File: src/rtl/program_loader_if.sv
// program_loader_if: valid/ready instruction-word stream from the host configuration
// bus into the program loader.
//   in_valid  host has an instruction word available
//   in_data   instruction word
//   in_ready  loader accepts the word this cycle
// Modports: master = host (drives valid/data), slave = loader (drives ready).
interface program_loader_if #(
  parameter int unsigned DataWidth = 32
);
  logic                 in_valid;
  logic [DataWidth-1:0] in_data;
  logic                 in_ready;

  modport master (
    output in_valid,
    output in_data,
    input  in_ready
  );

  modport slave (
    input  in_valid,
    input  in_data,
    output in_ready
  );
endinterface

File: src/rtl/program_loader.sv
// program_loader: writes a stream of instruction words into consecutive instruction-memory
// addresses starting at 0, then hands the program counter its max/loop addresses and enable.
// Ports:
//   clk, rst       clock; synchronous active-high reset
//   start_i        one-cycle request to begin a load (honoured in idle or run)
//   last_addr_i    address of final instruction, sampled on accepted start
//   loop_addr_i    PC wrap target, sampled on accepted start
//   stop_i         abort to idle and drop pc_en (wins over start)
//   in_if          instruction-word stream (slave side)
//   mem_we_o/mem_addr_o/mem_wdata_o  instruction-memory write port, one cycle after handshake
//   pc_max_o/pc_loop_o/pc_en_o       program-counter configuration
//   busy_o/done_o  load in progress / program loaded and running
//   cfg_err_o      loop_addr exceeded last_addr at the last accepted start
module program_loader #(
  parameter int unsigned AddrWidth = 4,
  parameter int unsigned DataWidth = 32
) (
  input  logic                 clk,
  input  logic                 rst,
  input  logic                 start_i,
  input  logic [AddrWidth-1:0] last_addr_i,
  input  logic [AddrWidth-1:0] loop_addr_i,
  input  logic                 stop_i,
  program_loader_if.slave      in_if,
  output logic                 mem_we_o,
  output logic [AddrWidth-1:0] mem_addr_o,
  output logic [DataWidth-1:0] mem_wdata_o,
  output logic [AddrWidth-1:0] pc_max_o,
  output logic [AddrWidth-1:0] pc_loop_o,
  output logic                 pc_en_o,
  output logic                 busy_o,
  output logic                 done_o,
  output logic                 cfg_err_o
);

  typedef enum logic [1:0] {StIdle, StLoad, StRun} state_e;

  state_e                 state_q;
  logic [AddrWidth-1:0]   cnt_q;
  logic                   in_ready_q;
  logic                   mem_we_q;
  logic [AddrWidth-1:0]   mem_addr_q;
  logic [DataWidth-1:0]   mem_wdata_q;
  logic [AddrWidth-1:0]   pc_max_q;
  logic [AddrWidth-1:0]   pc_loop_q;
  logic                   pc_en_q;
  logic                   busy_q;
  logic                   done_q;
  logic                   cfg_err_q;

  always_ff @(posedge clk) begin
    if (rst) begin
      state_q     <= StIdle;
      cnt_q       <= '0;
      in_ready_q  <= 1'b0;
      mem_we_q    <= 1'b0;
      mem_addr_q  <= '0;
      mem_wdata_q <= '0;
      pc_max_q    <= '0;
      pc_loop_q   <= '0;
      pc_en_q     <= 1'b0;
      busy_q      <= 1'b0;
      done_q      <= 1'b0;
      cfg_err_q   <= 1'b0;
    end else begin
      mem_we_q <= 1'b0;
      if (stop_i) begin
        // Any handshake this cycle is dropped; pc_max/pc_loop/cfg_err keep their values.
        state_q    <= StIdle;
        in_ready_q <= 1'b0;
        pc_en_q    <= 1'b0;
        busy_q     <= 1'b0;
        done_q     <= 1'b0;
      end else begin
        case (state_q)
          StIdle, StRun: begin
            if (start_i) begin
              state_q    <= StLoad;
              cnt_q      <= '0;
              pc_max_q   <= last_addr_i;
              in_ready_q <= 1'b1;
              pc_en_q    <= 1'b0;
              busy_q     <= 1'b1;
              done_q     <= 1'b0;
              if (loop_addr_i <= last_addr_i) begin
                pc_loop_q <= loop_addr_i;
                cfg_err_q <= 1'b0;
              end else begin
                pc_loop_q <= '0;
                cfg_err_q <= 1'b1;
              end
            end
          end
          StLoad: begin
            if (in_if.in_valid && in_ready_q) begin
              mem_we_q    <= 1'b1;
              mem_addr_q  <= cnt_q;
              mem_wdata_q <= in_if.in_data;
              cnt_q       <= cnt_q + 1'b1;
              // Compare before increment so a full-size program never wraps early.
              if (cnt_q == pc_max_q) begin
                state_q    <= StRun;
                in_ready_q <= 1'b0;
                pc_en_q    <= 1'b1;
                busy_q     <= 1'b0;
                done_q     <= 1'b1;
              end
            end
          end
          default: state_q <= StIdle;
        endcase
      end
    end
  end

  assign in_if.in_ready = in_ready_q;
  assign mem_we_o       = mem_we_q;
  assign mem_addr_o     = mem_addr_q;
  assign mem_wdata_o    = mem_wdata_q;
  assign pc_max_o       = pc_max_q;
  assign pc_loop_o      = pc_loop_q;
  assign pc_en_o        = pc_en_q;
  assign busy_o         = busy_q;
  assign done_o         = done_q;
  assign cfg_err_o      = cfg_err_q;

endmodule

File: src/flat_wrapper.sv
// flat-port wrapper written by rule: the top's interface ports become plain ports
module program_loader_flat 
#(
  parameter int unsigned AddrWidth = 4,
  parameter int unsigned DataWidth = 32
)
  (clk, rst, start_i, last_addr_i, loop_addr_i, stop_i, mem_we_o, mem_addr_o, mem_wdata_o, pc_max_o, pc_loop_o, pc_en_o, busy_o, done_o, cfg_err_o, in_if_in_valid, in_if_in_data, in_if_in_ready);
  program_loader_if #(.DataWidth(DataWidth)) in_if_i ();
  input  logic clk;
  input  logic rst;
  input  logic start_i;
  input  logic [AddrWidth-1:0] last_addr_i;
  input  logic [AddrWidth-1:0] loop_addr_i;
  input  logic stop_i;
  output logic mem_we_o;
  output logic [AddrWidth-1:0] mem_addr_o;
  output logic [DataWidth-1:0] mem_wdata_o;
  output logic [AddrWidth-1:0] pc_max_o;
  output logic [AddrWidth-1:0] pc_loop_o;
  output logic pc_en_o;
  output logic busy_o;
  output logic done_o;
  output logic cfg_err_o;
  input wire logic [$bits(in_if_i.in_valid)-1:0] in_if_in_valid;
  input wire logic [$bits(in_if_i.in_data)-1:0] in_if_in_data;
  output wire logic [$bits(in_if_i.in_ready)-1:0] in_if_in_ready;
  assign in_if_i.in_valid = in_if_in_valid;
  assign in_if_i.in_data = in_if_in_data;
  assign in_if_in_ready = in_if_i.in_ready;
  program_loader #(.AddrWidth(AddrWidth), .DataWidth(DataWidth)) u_core (.clk(clk), .rst(rst), .start_i(start_i), .last_addr_i(last_addr_i), .loop_addr_i(loop_addr_i), .stop_i(stop_i), .in_if(in_if_i), .mem_we_o(mem_we_o), .mem_addr_o(mem_addr_o), .mem_wdata_o(mem_wdata_o), .pc_max_o(pc_max_o), .pc_loop_o(pc_loop_o), .pc_en_o(pc_en_o), .busy_o(busy_o), .done_o(done_o), .cfg_err_o(cfg_err_o));
endmodule
File: config.mk
export PLATFORM = sky130hd
export DESIGN_NAME = program_loader_flat
export DESIGN_NICKNAME = d
export VERILOG_FILES = /design/src/rtl/program_loader_if.sv /design/src/rtl/program_loader.sv /design/src/flat_wrapper.sv
export SDC_FILE = /design/constraint.sdc
export NUM_CORES = 1
export LEC_CHECK = 0
export ABC_AREA = 1
export CAP_MARGIN = 20
export CORE_UTILIZATION = 45
export CTS_BUF_LIST = sky130_fd_sc_hd__clkbuf_16
export DETAILED_ROUTE_END_ITERATION = 12
export PLACE_DENSITY = 0.84
export SETUP_SLACK_MARGIN = 0.4
export SYNTH_ARGS = -nofsm -noshare
export SYNTH_HDL_FRONTEND = slang
export SYNTH_SLANG_ARGS = --single-unit
File: constraint.sdc
create_clock -name clk -period 4 [get_ports clk]
set_clock_uncertainty 0.2 [all_clocks]
set_input_delay 0.8 -clock clk [delete_from_list [all_inputs] [get_ports clk]]
set_output_delay 0.8 -clock clk [all_outputs]
set_load 0.01 [all_outputs]
==> results of run 1 <==
final timing paths:
kind                          end  slack, ps  depth (start not counted)
max reg2reg  u_core.mem_addr_o[3]       2050                          7
min reg2reg   u_core.pc_loop_o[3]        260                          2
max          u_core.mem_addr_o[3]       1420                          6
min           u_core.pc_loop_o[3]        260                          2
placed cells by master, fill, tap and decap left out, drive strengths merged:
cell type,Yosys,final
clkdlybuf4s50,0,94
nor2,72,72
dfxtp,54,54
o21ai,43,43
nand2,42,42
inv,22,23
a21oi,18,18
nand3,5,5
ha,5,5
clkbuf,7,5
nand3b,3,3
nor3,2,2
clkinv,1,1
nand4,1,1
xor2,1,1
clkinvlp,0,1
bufinv,0,1
buf,8,1
worst reg2reg max path: stages (launching register included):
cell,delay [ps]
dfxtp_1,330
inv_1,50
nand2_2,90
nor2_4,50
nand2_4,240
clkinv_2,500
o21ai_0,310
a21oi_1,60
power by group through the flow:
stage	registers, uW	logic (uW)	clock network [uW]
2_1_floorplan	567	46.9	0
3_5_place_dp	565	119	0
4_1_cts	553	120	486
3_3_place_gp	565	117	0
6_report	553	120	481
5_1_grt	553	132	512
flip-flops by register name, indices dropped and copies added, names as in the netlist:
| name | count |
|---|---|
| u_core.in_if.in_ready | 1 |
| u_core.mem_addr_o | 4 |
| u_core.cnt_q | 4 |
| u_core.mem_wdata_o | 32 |
| u_core.pc_loop_o | 4 |
| u_core.cfg_err_o | 1 |
| u_core.done_o | 1 |
| u_core.state_q | 2 |
| u_core.pc_max_o | 4 |
| u_core.mem_we_o | 1 |
layout make-up:
| cell class | instances | share of cell area [%] |
|---|---|---|
| clock buffers | 5 | 3.85 |
| clock inverters | 3 | 1.27 |
| inverters | 23 | 2.70 |
| multi-input cells | 192 | 27.7 |
| flip-flops and latches | 54 | 33.3 |
| well taps | 52 | 2.00 |
| repair buffers | 95 | 29.2 |
per-stage QoR:
stage | hold slack [ps] | total power, uW
3_5_place_dp | 245 | 684
6_report | 258 | 1150
5_1_grt | 282 | 1200
2_1_floorplan | 243 | 614
3_3_place_gp | 246 | 682
4_1_cts | 259 | 1160
routing by layer:
| layer | GRT usage (%) | vias up | routed length, microns |
|---|---|---|---|
| met5 | 0 | - | 0 |
| li1 | - | 1072 | - |
| met1 | 26.1 | 932 | 2200 |
| met4 | 7.11 | 0 | 68 |
| met2 | 35.0 | 70 | 2620 |
| met3 | 6.27 | 4 | 373 |
kinds of logic after synthesis:
logic type / share of synthesized area, %
simple gates: 24.2
compound gates: 14.2
flops: 50.2
buf+inv: 8.02
fa+ha+maj: 2.91
xor+xnor: 0.407
==> impl_metrics.py, run 1 <==
metrics = {
    "outcome": {
        "status": "finished, violations left",
        "failed_checks": "design-rule violations",
    },
    "critical_path": {
        "critPathMaxFanout": 41,
        "cp.arrival_ps": 2550,
        "start_kind": "primary input",
        "crit_chain": "clkdlybuf4s50_1, inv_1, nand2_4, clkinv_2, o21ai_0, a21oi_1",
        "path_buf_inv": 3,
        "slowest_delay_ps": 520,
        "path_class": "in2reg",
        "endpoint_kind": "flip-flop",
        "r2r_start": "u_core.state_q[1]",
        "cp_slowest_cell": "clkdlybuf4s50_1",
        "crit_start": "stop_i",
        "cp.required_ps": 3960,
        "path_delay_family": "buffers and inverters",
    },
    "sta": {
        "worstMarginPinSlew_ps": 504,
        "tns_ps": 0,
        "finalHoldViolations": 0,
        "slew_headroom_pct": 66.3,
        "fmax_ghz": 0.387,
        "fin_crit_sh_pct": 64.5,
        "post-route-min-period_ps": 2580,
        "final_max_slew_viol_count": 0,
        "rsz0062_at_grt": "false",
        "setup_ws_ps": 1420,
        "finalSetupViolCount": 0,
    },
    "pwr": {
        "switchingPower_uw": 246,
        "comb_power_share_pct": 10.4,
        "ir_worst_vdd_mv": 0.257,
        "swShare_pct": 21.3,
        "p_seq_share_pct": 47.9,
        "power.share.clock_pct": 41.7,
        "power.internal_uw": 907,
        "pwr_density_cell_mw_per_mm2": 355,
        "power.leakage_uw": 0.00128,
    },
    "yosys": {
        "synth-seq-cells": 54,
        "netlist.area_leader.share_pct": 50.2,
        "syn-cell-area_sq_mm": 0.00215,
        "syn_nets": 334,
        "synth_ff_type": "dfxtp_1",
        "async_flop_share_pct": 0,
        "yosysTopAreaCell": "dfxtp_1",
        "synth_area_leaders": "dfxtp_1 (50%), nor2_1 (12%), o21ai_0 (9.3%)",
        "synth_edf_count": 0,
        "synth_most_common_cell": "nor2_1",
        "yosys_warnings": 0,
        "syn_inst": 284,
        "synthTopCellsByCount": "nor2_1 (70), dfxtp_1 (54), o21ai_0 (40)",
        "synth_area_per_cell_sq_um": 7.58,
        "seq_area_frac_synth_pct": 50.2,
        "ys_types": 22,
    },
    "route": {
        "vias": 2078,
        "detail-route-antenna-nets": 0,
        "route.detailed.drc": 7,
        "via_per_inst": 4.90,
        "dr.pass1.iters": 9,
        "wirelength_microns": 5260,
        "drt-initial-drc-count": 169,
        "wl_per_cell_microns": 12.4,
    },
    "run": {
        "max_cap_violations": 0,
    },
    "hold_path": {
        "hold_path.class": "reg2reg",
        "min_from": "u_core.pc_loop_o[3]",
    },
    "layout": {
        "drive_above_1_share_pct": 4.30,
        "fin_nets": 421,
        "nFillCells": 352,
        "final_core_util_pct": 72.6,
        "diodes": 0,
        "finalNonFillerCells": 424,
        "stdcell_area_sq_mm": 0.00325,
        "regArea_sq_mm": 0.00108,
        "multiInputGateArea_sq_um": 898,
        "syn2layout_area_growth_pct": 50.9,
    },
    "clock_network": {
        "cts_buffer_depth": 2,
        "cts_sinks": 54,
        "ctsHoldBuffers": 0,
        "numCtsBuffers": 5,
        "root_buffer": "clkbuf_16",
        "cts_resized": 0,
        "cts_tree": "done",
        "clkSlewWorstSetupHoldPaths_ps": 70,
        "clock_latency_ps": 290,
        "htree_levels": 2,
        "postCtsSetupRepairBufs": 0,
    },
    "floorplanning": {
        "die-area_sq_mm": 0.00506,
        "die-width_microns": 71.2,
        "start_util_pct": 48.1,
        "core_area_sq_mm": 0.00447,
        "pin_count": 95,
        "rows": 24,
        "die_y_microns": 71.2,
    },
    "global_route": {
        "grt_overflow": 0,
        "antenna_found_initial": 0,
        "grt_pass1_wl_microns": 8310,
        "grtUsageTotal_pct": 21.1,
        "grt_pass1_vias": 1804,
        "grt_max_degree": 42,
    },
    "placement": {
        "place_congestion": 0.770,
        "io_buffers": 94,
        "dp_cells": 416,
        "hpwlAfterDp_microns": 3700,
        "pre_cts_slack_ps": 1120,
        "placed_area_sq_mm": 0.00308,
    },
}
No activity file was read; power rests on OpenSTA's default activity.
==> inputs of run 2 (changes only) <==
CORE_UTILIZATION = 37   (was 45)
PLACE_DENSITY = 0.74   (was 0.84)
clock period = 2.3 ns   (was 4 ns; I/O delays follow)
==> impl_metrics.py, run 2 (same netlist as run 1, synthesis figures left out) <==
metrics = {
    "outcome": {
        "status": "completed",
    },
    "sta": {
        "fin_crit_sh_pct": 80.1,
        "final_max_slew_viol_count": 0,
        "holdWs_ps": 256,
        "tns_ps": 0,
        "finalHoldViolations": 0,
        "post-route-min-period_ps": 1840,
        "worstMarginPinSlew_ps": 357,
        "slew_headroom_pct": 76.2,
        "setup_ws_ps": 458,
        "finalSetupViolCount": 0,
        "fmax_ghz": 0.543,
        "rsz0062_at_grt": "false",
    },
    "global_route": {
        "grt_pass1_wl_microns": 8500,
        "grt_overflow": 0,
        "grt_max_degree": 24,
        "antenna_found_initial": 0,
        "grt_pass1_vias": 1881,
        "grtUsageTotal_pct": 17.2,
    },
    "critical_path": {
        "critPathMaxFanout": 2,
        "cp.arrival_ps": 1180,
        "path_buf_inv": 1,
        "cp.required_ps": 1640,
        "slowest_delay_ps": 560,
        "start_kind": "flip-flop",
        "path_delay_family": "buffers and inverters",
        "cp_slowest_cell": "clkdlybuf4s50_1",
        "path_class": "reg2out",
        "crit_chain": "clkdlybuf4s50_1",
        "endpoint_kind": "primary output",
    },
    "layout": {
        "final_common_cell": "clkdlybuf4s50_1",
        "nFillCells": 525,
        "drive_above_1_share_pct": 6.63,
        "layout_common_cells": "clkdlybuf4s50_1 (91), nor2_1 (70), dfxtp_1 (53)",
        "largest_reg_flops": 32,
        "diodes": 0,
        "finalNonFillerCells": 449,
        "syn2layout_area_growth_pct": 54.5,
        "fin_nets": 426,
    },
    "clock_network": {
        "clkSlewWorstSetupHoldPaths_ps": 70,
        "cts_tree": "done",
        "postCtsSetupRepairBufs": 0,
        "cts_buffer_depth": 2,
        "cts_sinks": 54,
        "clock_latency_ps": 280,
        "numCtsBuffers": 5,
        "htree_levels": 2,
        "root_buffer": "clkbuf_16",
    },
    "pwr": {
        "ir_worst_vdd_mv": 0.455,
        "power.internal_uw": 1470,
        "power.leakage_uw": 0.00135,
        "switchingPower_uw": 404,
        "power.share.clock_pct": 37.0,
        "swShare_pct": 21.6,
        "comb_power_share_pct": 11.7,
        "pwr_density_cell_mw_per_mm2": 563,
        "p_seq_share_pct": 51.3,
        "total_power_uw": 1870,
    },
    "route": {
        "wirelength_microns": 5120,
        "vias": 2071,
        "wl_per_cell_microns": 11.4,
        "detail-route-antenna-nets": 0,
        "dr.pass1.iters": 4,
        "via_per_inst": 4.61,
        "route.detailed.drc": 0,
        "drt-initial-drc-count": 85,
    },
    "floorplanning": {
        "rows": 27,
        "die-area_sq_mm": 0.00613,
        "core_area_sq_mm": 0.00554,
        "die-width_microns": 78.3,
        "start_util_pct": 38.8,
        "pin_count": 95,
        "die_y_microns": 78.3,
    },
    "placement": {
        "io_buffers": 94,
        "place_congestion": 0.735,
        "pre_cts_slack_ps": 148,
        "hpwlAfterDp_microns": 3790,
        "dp_cells": 441,
    },
    "hold_path": {
        "hold_path.class": "reg2reg",
    },
    "run": {
        "max_cap_violations": 0,
    },
}
## run 2: timing repair
action                                 in CTS  in global routing
setup endpoints to repair                   0                 39
gates resized for setup                     0                 11
hold buffers                                0                  0
endpoints found under the hold margin       0                  0
## run 2: worst paths after layout
kind              depth (start not counted)                  from                     end  slack [ps]
setup / recovery                          1  u_core.mem_addr_o[2]           mem_addr_o[2]         460
hold / removal                            2   u_core.pc_loop_o[1]     u_core.pc_loop_o[1]         260
setup reg to reg                          6     u_core.state_q[0]  u_core.mem_wdata_o[21]         820
hold reg to reg                           2   u_core.pc_loop_o[1]     u_core.pc_loop_o[1]         260
## run 2: metrics by stage
step | util [%] | instance area (sq um)
4_1_cts | 59.4 | 3290
6_report | 60.0 | 3330
3_5_place_dp | 57.0 | 3160
3_3_place_gp | 57.0 | 3160
2_1_floorplan | - | 2150
5_1_grt | 60.0 | 3330
## run 2: layout make-up
cell class	count	area, sq um	share of cell area [%]
timing repair buffer	100	1010	30.2
clock buffer	5	125	3.76
clock inverter	3	12.5	0.376
tap	72	90.1	2.71
inverter	23	88.8	2.67
multi-input combinational	192	921	27.7
sequential	54	1080	32.5
## run 2: power by group through the flow
stage	logic [uW]	clock network [uW]	registers, uW
global placement	209	0	982
floorplan	81.5	0	987
detailed placement	211	0	982
global route	243	758	963
CTS	213	715	961
finish	219	692	961
## run 2: per-layer routing
layer | track usage, % | routed length, microns | vias up
met5 | 0 | 0 | -
met4 | 3.15 | 24 | 0
met3 | 4.19 | 274 | 2
met2 | 28.1 | 2320 | 66
met1 | 23.1 | 2510 | 921
li1 | - | - | 1082
